==> config.mk <==
export PLATFORM = sky130hd
export DESIGN_NAME = reg_bank_ctrl_flat
export DESIGN_NICKNAME = d
export VERILOG_FILES = /design/src/rtl/reg_bank_ctrl_pkg.sv /design/src/rtl/reg_bank_ctrl_if.sv /design/src/rtl/reg_bank_ctrl_rr_arb2.sv /design/src/rtl/reg_bank_ctrl.sv /design/src/flat_wrapper.sv
export SDC_FILE = /design/constraint.sdc
export NUM_CORES = 1
export LEC_CHECK = 0
export BUFFER_PORTS_ARGS = -buffer_cell sky130_fd_sc_hd__buf_4
export CORE_ASPECT_RATIO = 0.75
export CORE_MARGIN = 1
export CORE_UTILIZATION = 25
export DETAILED_ROUTE_END_ITERATION = 8
export HOLD_SLACK_MARGIN = 0.15
export PLACE_DENSITY = 0.55
export SLEW_MARGIN = 20
export SYNTH_ARGS = -nofsm -noshare
export SYNTH_HDL_FRONTEND = slang
export SYNTH_SLANG_ARGS = --single-unit
==> constraint.sdc <==
create_clock -name clk -period 4.6 [get_ports clk]
set_input_delay 0.92 -clock clk [delete_from_list [all_inputs] [get_ports clk]]
set_output_delay 0.92 -clock clk [all_outputs]
set_load 0.02 [all_outputs]
==> src/rtl/reg_bank_ctrl_pkg.sv <==
// reg_bank_ctrl_pkg: shared state and pointer codes for the register-bank write controller
package reg_bank_ctrl_pkg;
  typedef enum logic {ST_IDLE, ST_CLEAR} state_t;
  typedef enum logic {PTR_A, PTR_B} ptr_t;
endpackage

==> src/rtl/reg_bank_ctrl_if.sv <==
// reg_bank_ctrl_if: requester, clear-sweep and register-bank strobe bundle
interface reg_bank_ctrl_if #(
  parameter int NREG = 4,
  parameter int AW = 2,
  parameter int DW = 4
);
  logic a_req;
  logic [AW-1:0] a_addr;
  logic [DW-1:0] a_data;
  logic a_ack;
  logic b_req;
  logic [AW-1:0] b_addr;
  logic [DW-1:0] b_data;
  logic b_ack;
  logic clear_all;
  logic busy;
  logic [NREG-1:0] wr_en;
  logic [DW-1:0] wr_data;
  logic [NREG-1:0] reg_clr;
  modport master (
    output a_req, a_addr, a_data, b_req, b_addr, b_data, clear_all,
    input a_ack, b_ack, busy, wr_en, wr_data, reg_clr
  );
  modport slave (
    input a_req, a_addr, a_data, b_req, b_addr, b_data, clear_all,
    output a_ack, b_ack, busy, wr_en, wr_data, reg_clr
  );
endinterface

==> src/rtl/reg_bank_ctrl_rr_arb2.sv <==
// rr_arb2: two-input round-robin arbiter whose pointer moves past each winner
module rr_arb2
  import reg_bank_ctrl_pkg::*;
(
  input  logic clk,
  input  logic clr,
  input  logic el_a,
  input  logic el_b,
  output logic g_a,
  output logic g_b
);
  ptr_t ptr;
  // a lone eligible requester wins; on a tie the pointer decides
  always_comb begin
    g_a = el_a && (!el_b || ptr == PTR_A);
    g_b = el_b && !g_a;
  end
  // pointer hands priority to the requester that did not just win
  always_ff @(posedge clk or posedge clr)
    if (clr) ptr <= PTR_A;
    else if (g_a || g_b) ptr <= g_a ? PTR_B : PTR_A;
endmodule

==> src/rtl/reg_bank_ctrl.sv <==
// reg_bank_ctrl: shares one register-bank write port between two requesters and runs a clear sweep
module reg_bank_ctrl
  import reg_bank_ctrl_pkg::*;
#(
  parameter int NREG = 4,
  parameter int AW = 2,
  parameter int DW = 4
) (
  input logic clk,
  input logic clr,
  reg_bank_ctrl_if.slave bus
);
  state_t state, state_n;
  logic [AW-1:0] idx, idx_n;
  logic sweep, last, arb_en, el_a, el_b, g_a, g_b;
  logic [AW-1:0] addr;
  logic [NREG-1:0] wr_en_n, reg_clr_n;
  logic [DW-1:0] wr_data_n;
  assign arb_en = state == ST_IDLE && !bus.clear_all;
  assign el_a = arb_en && bus.a_req && !bus.a_ack;
  assign el_b = arb_en && bus.b_req && !bus.b_ack;
  rr_arb2 u_arb (
    .clk  (clk),
    .clr  (clr),
    .el_a (el_a),
    .el_b (el_b),
    .g_a  (g_a),
    .g_b  (g_b)
  );
  // state and sweep index; the IDLE edge that starts a sweep already issues index 0
  always_ff @(posedge clk or posedge clr)
    if (clr) begin
      state <= ST_IDLE;
      idx <= '0;
    end else begin
      state <= state_n;
      idx <= idx_n;
    end
  // sweep runs from clear_all in IDLE until the last register has been cleared
  always_comb begin
    sweep = state == ST_CLEAR || bus.clear_all;
    last = state == ST_CLEAR && idx == AW'(NREG - 1);
    state_n = (sweep && !last) ? ST_CLEAR : ST_IDLE;
    idx_n = (sweep && !last) ? idx + 1'b1 : '0;
  end
  // next values of the registered strobes; out-of-range addresses still ack but never write
  always_comb begin
    addr = g_a ? bus.a_addr : bus.b_addr;
    wr_en_n = ((g_a || g_b) && {1'b0, addr} < (AW + 1)'(NREG)) ? NREG'(1) << addr : '0;
    wr_data_n = g_a ? bus.a_data : g_b ? bus.b_data : bus.wr_data;
    reg_clr_n = sweep ? NREG'(1) << idx : '0;
  end
  // every output is a flop so the bank sees clean one-cycle strobes
  always_ff @(posedge clk or posedge clr)
    if (clr) begin
      bus.wr_en <= '0;
      bus.wr_data <= '0;
      bus.reg_clr <= '0;
      bus.busy <= 1'b0;
      bus.a_ack <= 1'b0;
      bus.b_ack <= 1'b0;
    end else begin
      bus.wr_en <= wr_en_n;
      bus.wr_data <= wr_data_n;
      bus.reg_clr <= reg_clr_n;
      bus.busy <= sweep;
      bus.a_ack <= g_a;
      bus.b_ack <= g_b;
    end
endmodule

==> src/flat_wrapper.sv <==
// flat-port wrapper written by rule: the top's interface ports become plain ports
module reg_bank_ctrl_flat import reg_bank_ctrl_pkg::*;
#(
  parameter int NREG = 4,
  parameter int AW = 2,
  parameter int DW = 4
)
  (clk, clr, bus_a_req, bus_a_addr, bus_a_data, bus_b_req, bus_b_addr, bus_b_data, bus_clear_all, bus_a_ack, bus_b_ack, bus_busy, bus_wr_en, bus_wr_data, bus_reg_clr);
  reg_bank_ctrl_if #(.NREG(NREG), .AW(AW), .DW(DW)) bus_i ();
  input logic clk;
  input logic clr;
  input wire logic [$bits(bus_i.a_req)-1:0] bus_a_req;
  input wire logic [$bits(bus_i.a_addr)-1:0] bus_a_addr;
  input wire logic [$bits(bus_i.a_data)-1:0] bus_a_data;
  input wire logic [$bits(bus_i.b_req)-1:0] bus_b_req;
  input wire logic [$bits(bus_i.b_addr)-1:0] bus_b_addr;
  input wire logic [$bits(bus_i.b_data)-1:0] bus_b_data;
  input wire logic [$bits(bus_i.clear_all)-1:0] bus_clear_all;
  output wire logic [$bits(bus_i.a_ack)-1:0] bus_a_ack;
  output wire logic [$bits(bus_i.b_ack)-1:0] bus_b_ack;
  output wire logic [$bits(bus_i.busy)-1:0] bus_busy;
  output wire logic [$bits(bus_i.wr_en)-1:0] bus_wr_en;
  output wire logic [$bits(bus_i.wr_data)-1:0] bus_wr_data;
  output wire logic [$bits(bus_i.reg_clr)-1:0] bus_reg_clr;
  assign bus_i.a_req = bus_a_req;
  assign bus_i.a_addr = bus_a_addr;
  assign bus_i.a_data = bus_a_data;
  assign bus_i.b_req = bus_b_req;
  assign bus_i.b_addr = bus_b_addr;
  assign bus_i.b_data = bus_b_data;
  assign bus_i.clear_all = bus_clear_all;
  assign bus_a_ack = bus_i.a_ack;
  assign bus_b_ack = bus_i.b_ack;
  assign bus_busy = bus_i.busy;
  assign bus_wr_en = bus_i.wr_en;
  assign bus_wr_data = bus_i.wr_data;
  assign bus_reg_clr = bus_i.reg_clr;
  reg_bank_ctrl #(.NREG(NREG), .AW(AW), .DW(DW)) u_core (.clk(clk), .clr(clr), .bus(bus_i));
endmodule
==> qor.yml <==
floorplan:
  initial_core_util: 0.277
  ios: 32
  die_x_um: 69.5
  die_height_um: 52.6
  die_area_um2: 3650
  rows: 17
  core_um2: 3080
drt:
  vias: 687
  wl_per_cell_um: 13.2
  dr.pass1.iters: 4
  vias_per_cell: 4.55
  drc_errors: 0
  routed_wl_um: 2000
  drtIter0Drc: 8
  final_antenna_net_count: 0
synthesis:
  synth_ff_type: "dfrtp_1"
  netlist-cell-type-count: 21
  synthArstFlopShare: 1.00
  synth_area_leaders: "dfrtp_1, ha_1, nor2b_1"
  synthTopCellsByCount: "dfrtp_1, inv_1, nor2b_1, nor3_1, a21oi_1"
  synth-edff-count: 0
  synth_area_um2: 853
  syn_nets: 102
  synth_top_area_cell: "dfrtp_1"
  synth_warnings: 0
  yosys.cell_count.top_type: "dfrtp_1"
  syn_avg_cell_area_um2: 10.5
  synth_cells: 81
  ys_seq_area_frac: 0.557
  ys_ff_latch: 19
  synth_top_cell_area_share: 0.557
global_routing:
  grt_max_degree: 20
  grt_pass1_vias: 707
  grt_first_pass_wirelength_um: 3230
  antenna_found_initial: 0
  grt_overflow: 0
  grt.total_usage: 0.119
pwr:
  p_sw_uw: 213
  sequentialPowerShare: 0.422
  switching_share: 0.358
  power.share.clock: 0.195
  pwr-share-comb: 0.383
  power-per-cell-area_nw_per_um2: 510
  vdd_drop_max_mv: 0.200
  total_power_uw: 596
  leakagePower_uw: 0.000563
  power.internal_uw: 383
place:
  dpl_cell_area_um2: 1120
  gp_congestion: 0.778
  io_buffer_count: 31
  post-dp-hpwl_um: 1430
clock_network:
  clock-sinks: 19
  cts_buffer_depth: 2
  cts_resized: 0
  h-tree-depth: 1
  holdBufCountCts: 0
  cts_buffers: 3
  cts_setup_buffers: 0
  clock-root-buffer: "clkbuf_8"
  tritoncts: "done"
  clk_latency_ns: 0.25
  clkSlewWorstSetupHoldPaths_ns: 0.07
sta:
  slew_viol_final: 0
  finalSetupViolCount: 0
  max_freq_mhz: 464
  finalHoldViolCount: 0
  finalClockSkew_ns: 0.00256
  final.period_utilization: 0.468
  fin_tns_setup_ns: 0
  tightest_slew_ns: 0.743
  period_minus_slack_ns: 2.15
  relSlewSlack: 0.504
  grt_setup_unrepaired: "false"
status:
  status: "finished, final reports clean"
layout:
  final.fill_count: 309
  area_delta_synth_final_pct: 36.8
  n_antenna_cell: 0
  nNetsFinal: 135
  fin_area_um2: 1170
  multi_input_area_um2: 337
  layout-drive-gt1-share: 0.319
  register_area_um2: 475
job:
  drv_cap: 0
worst_setup_path:
  cp.required_ns: 4.77
  worstSetupPathType: "input port to register"
  startpoint_type: "input port"
  arrival_ns: 2.33
  cp_max_fo: 14
  end_kind: "register"
worst_hold_path:
  hold_class: "register to register"
## through the flow
| step | hold WS [ns] | setup WS [ns] | std cells | util |
|---|---|---|---|---|
| floorplan | 0.476 | 2.45 | 81 | - |
| global placement | 0.501 | 2.22 | 147 | 0.364 |
| detailed placement | 0.513 | 2.19 | 147 | 0.364 |
| CTS | 0.526 | 2.46 | 151 | 0.378 |
| global route | 0.539 | 2.40 | 151 | 0.378 |
| finish | 0.520 | 2.45 | 151 | 0.378 |
## layer usage
layer,vias to the layer above,part of all wire,track usage
met1,325,0.47,0.137
met5,-,0,0
li1,338,-,-
met4,0,0,0.0204
met3,0,0.077,0.0538
met2,24,0.46,0.207
## final timing paths
path,from,to,slack (ns),cells past startpoint
setup / recovery,bus_clear_all,u_core.bus.wr_en[1]$_DFF_PP0_,2.45,4
hold / removal,u_core.u_arb.ptr$_DFFE_PP0P_,u_core.u_arb.ptr$_DFFE_PP0P_,0.52,1
setup reg to reg,u_core.state$_DFF_PP0_,u_core.bus.wr_en[1]$_DFF_PP0_,2.83,3
hold reg to reg,u_core.u_arb.ptr$_DFFE_PP0P_,u_core.u_arb.ptr$_DFFE_PP0P_,0.52,1
max in group asynchronous,clr,u_core.bus.wr_en[3]$_DFF_PP0_,3.34,2
min in group asynchronous,clr,u_core.bus.busy$_DFF_PP0_,0.79,2
## sequential cells by signal (all words and copies together) (netlist names)
signal,cells
u_core.bus.wr_en,4
u_core.bus.wr_data,4
u_core.bus.a_ack,1
u_core.bus.b_ack,1
u_core.state,1
u_core.bus.busy,1
u_core.u_arb.ptr,1
u_core.idx,2
u_core.bus.reg_clr,4
## worst max-delay path: stages
cell	delay, ns
buf_4	0.12
or4b_4	0.62
or4b_1	0.53
a21oi_1	0.13
## cells by family (layout without fill, tap and decap cells)
group           Yosys count  count (layout)  synth area share
buf+inv                  11              43            0.0484
flops                    19              19             0.557
compound gates           15              15             0.103
simple gates             32              32             0.233
fa+ha+maj                 4               4            0.0587
## cell type report
| type | count | area share |
|---|---|---|
| Inverter | 8 | 0.0257 |
| Timing Repair Buffer | 31 | 0.199 |
| Tap cell | 38 | 0.0407 |
| Clock buffer | 4 | 0.0386 |
| Multi-Input combinational cell | 51 | 0.288 |
| Sequential cell | 19 | 0.407 |
## power groups by stage
stage	Clock [uW]	Sequential [uW]	Combinational (uW)
2_1_floorplan	0	295	94.5
5_1_grt	126	258	254
4_1_cts	119	253	232
3_5_place_dp	0	255	230
6_report	116	252	228
3_3_place_gp	0	252	225
## layout by cell type (no fill, tap or decap)
cell and instances:
nand2_1 2, a211oi_1 4, ha_1 4, or4b_4 1, or3_1 1, o211ai_1 1, and2_1 2, a21oi_1 5
clkbuf_1 1, inv_1 8, clkbuf_8 3, o21ai_0 4, and3b_1 1, nor2_1 4, nor3b_1 1, or4_1 1
or4b_2 1, nor2b_1 8, o21ai_1 1, buf_4 31, dfrtp_1 19, nor3_1 8, or4b_1 2
No activity file was read; power rests on OpenSTA's default activity.
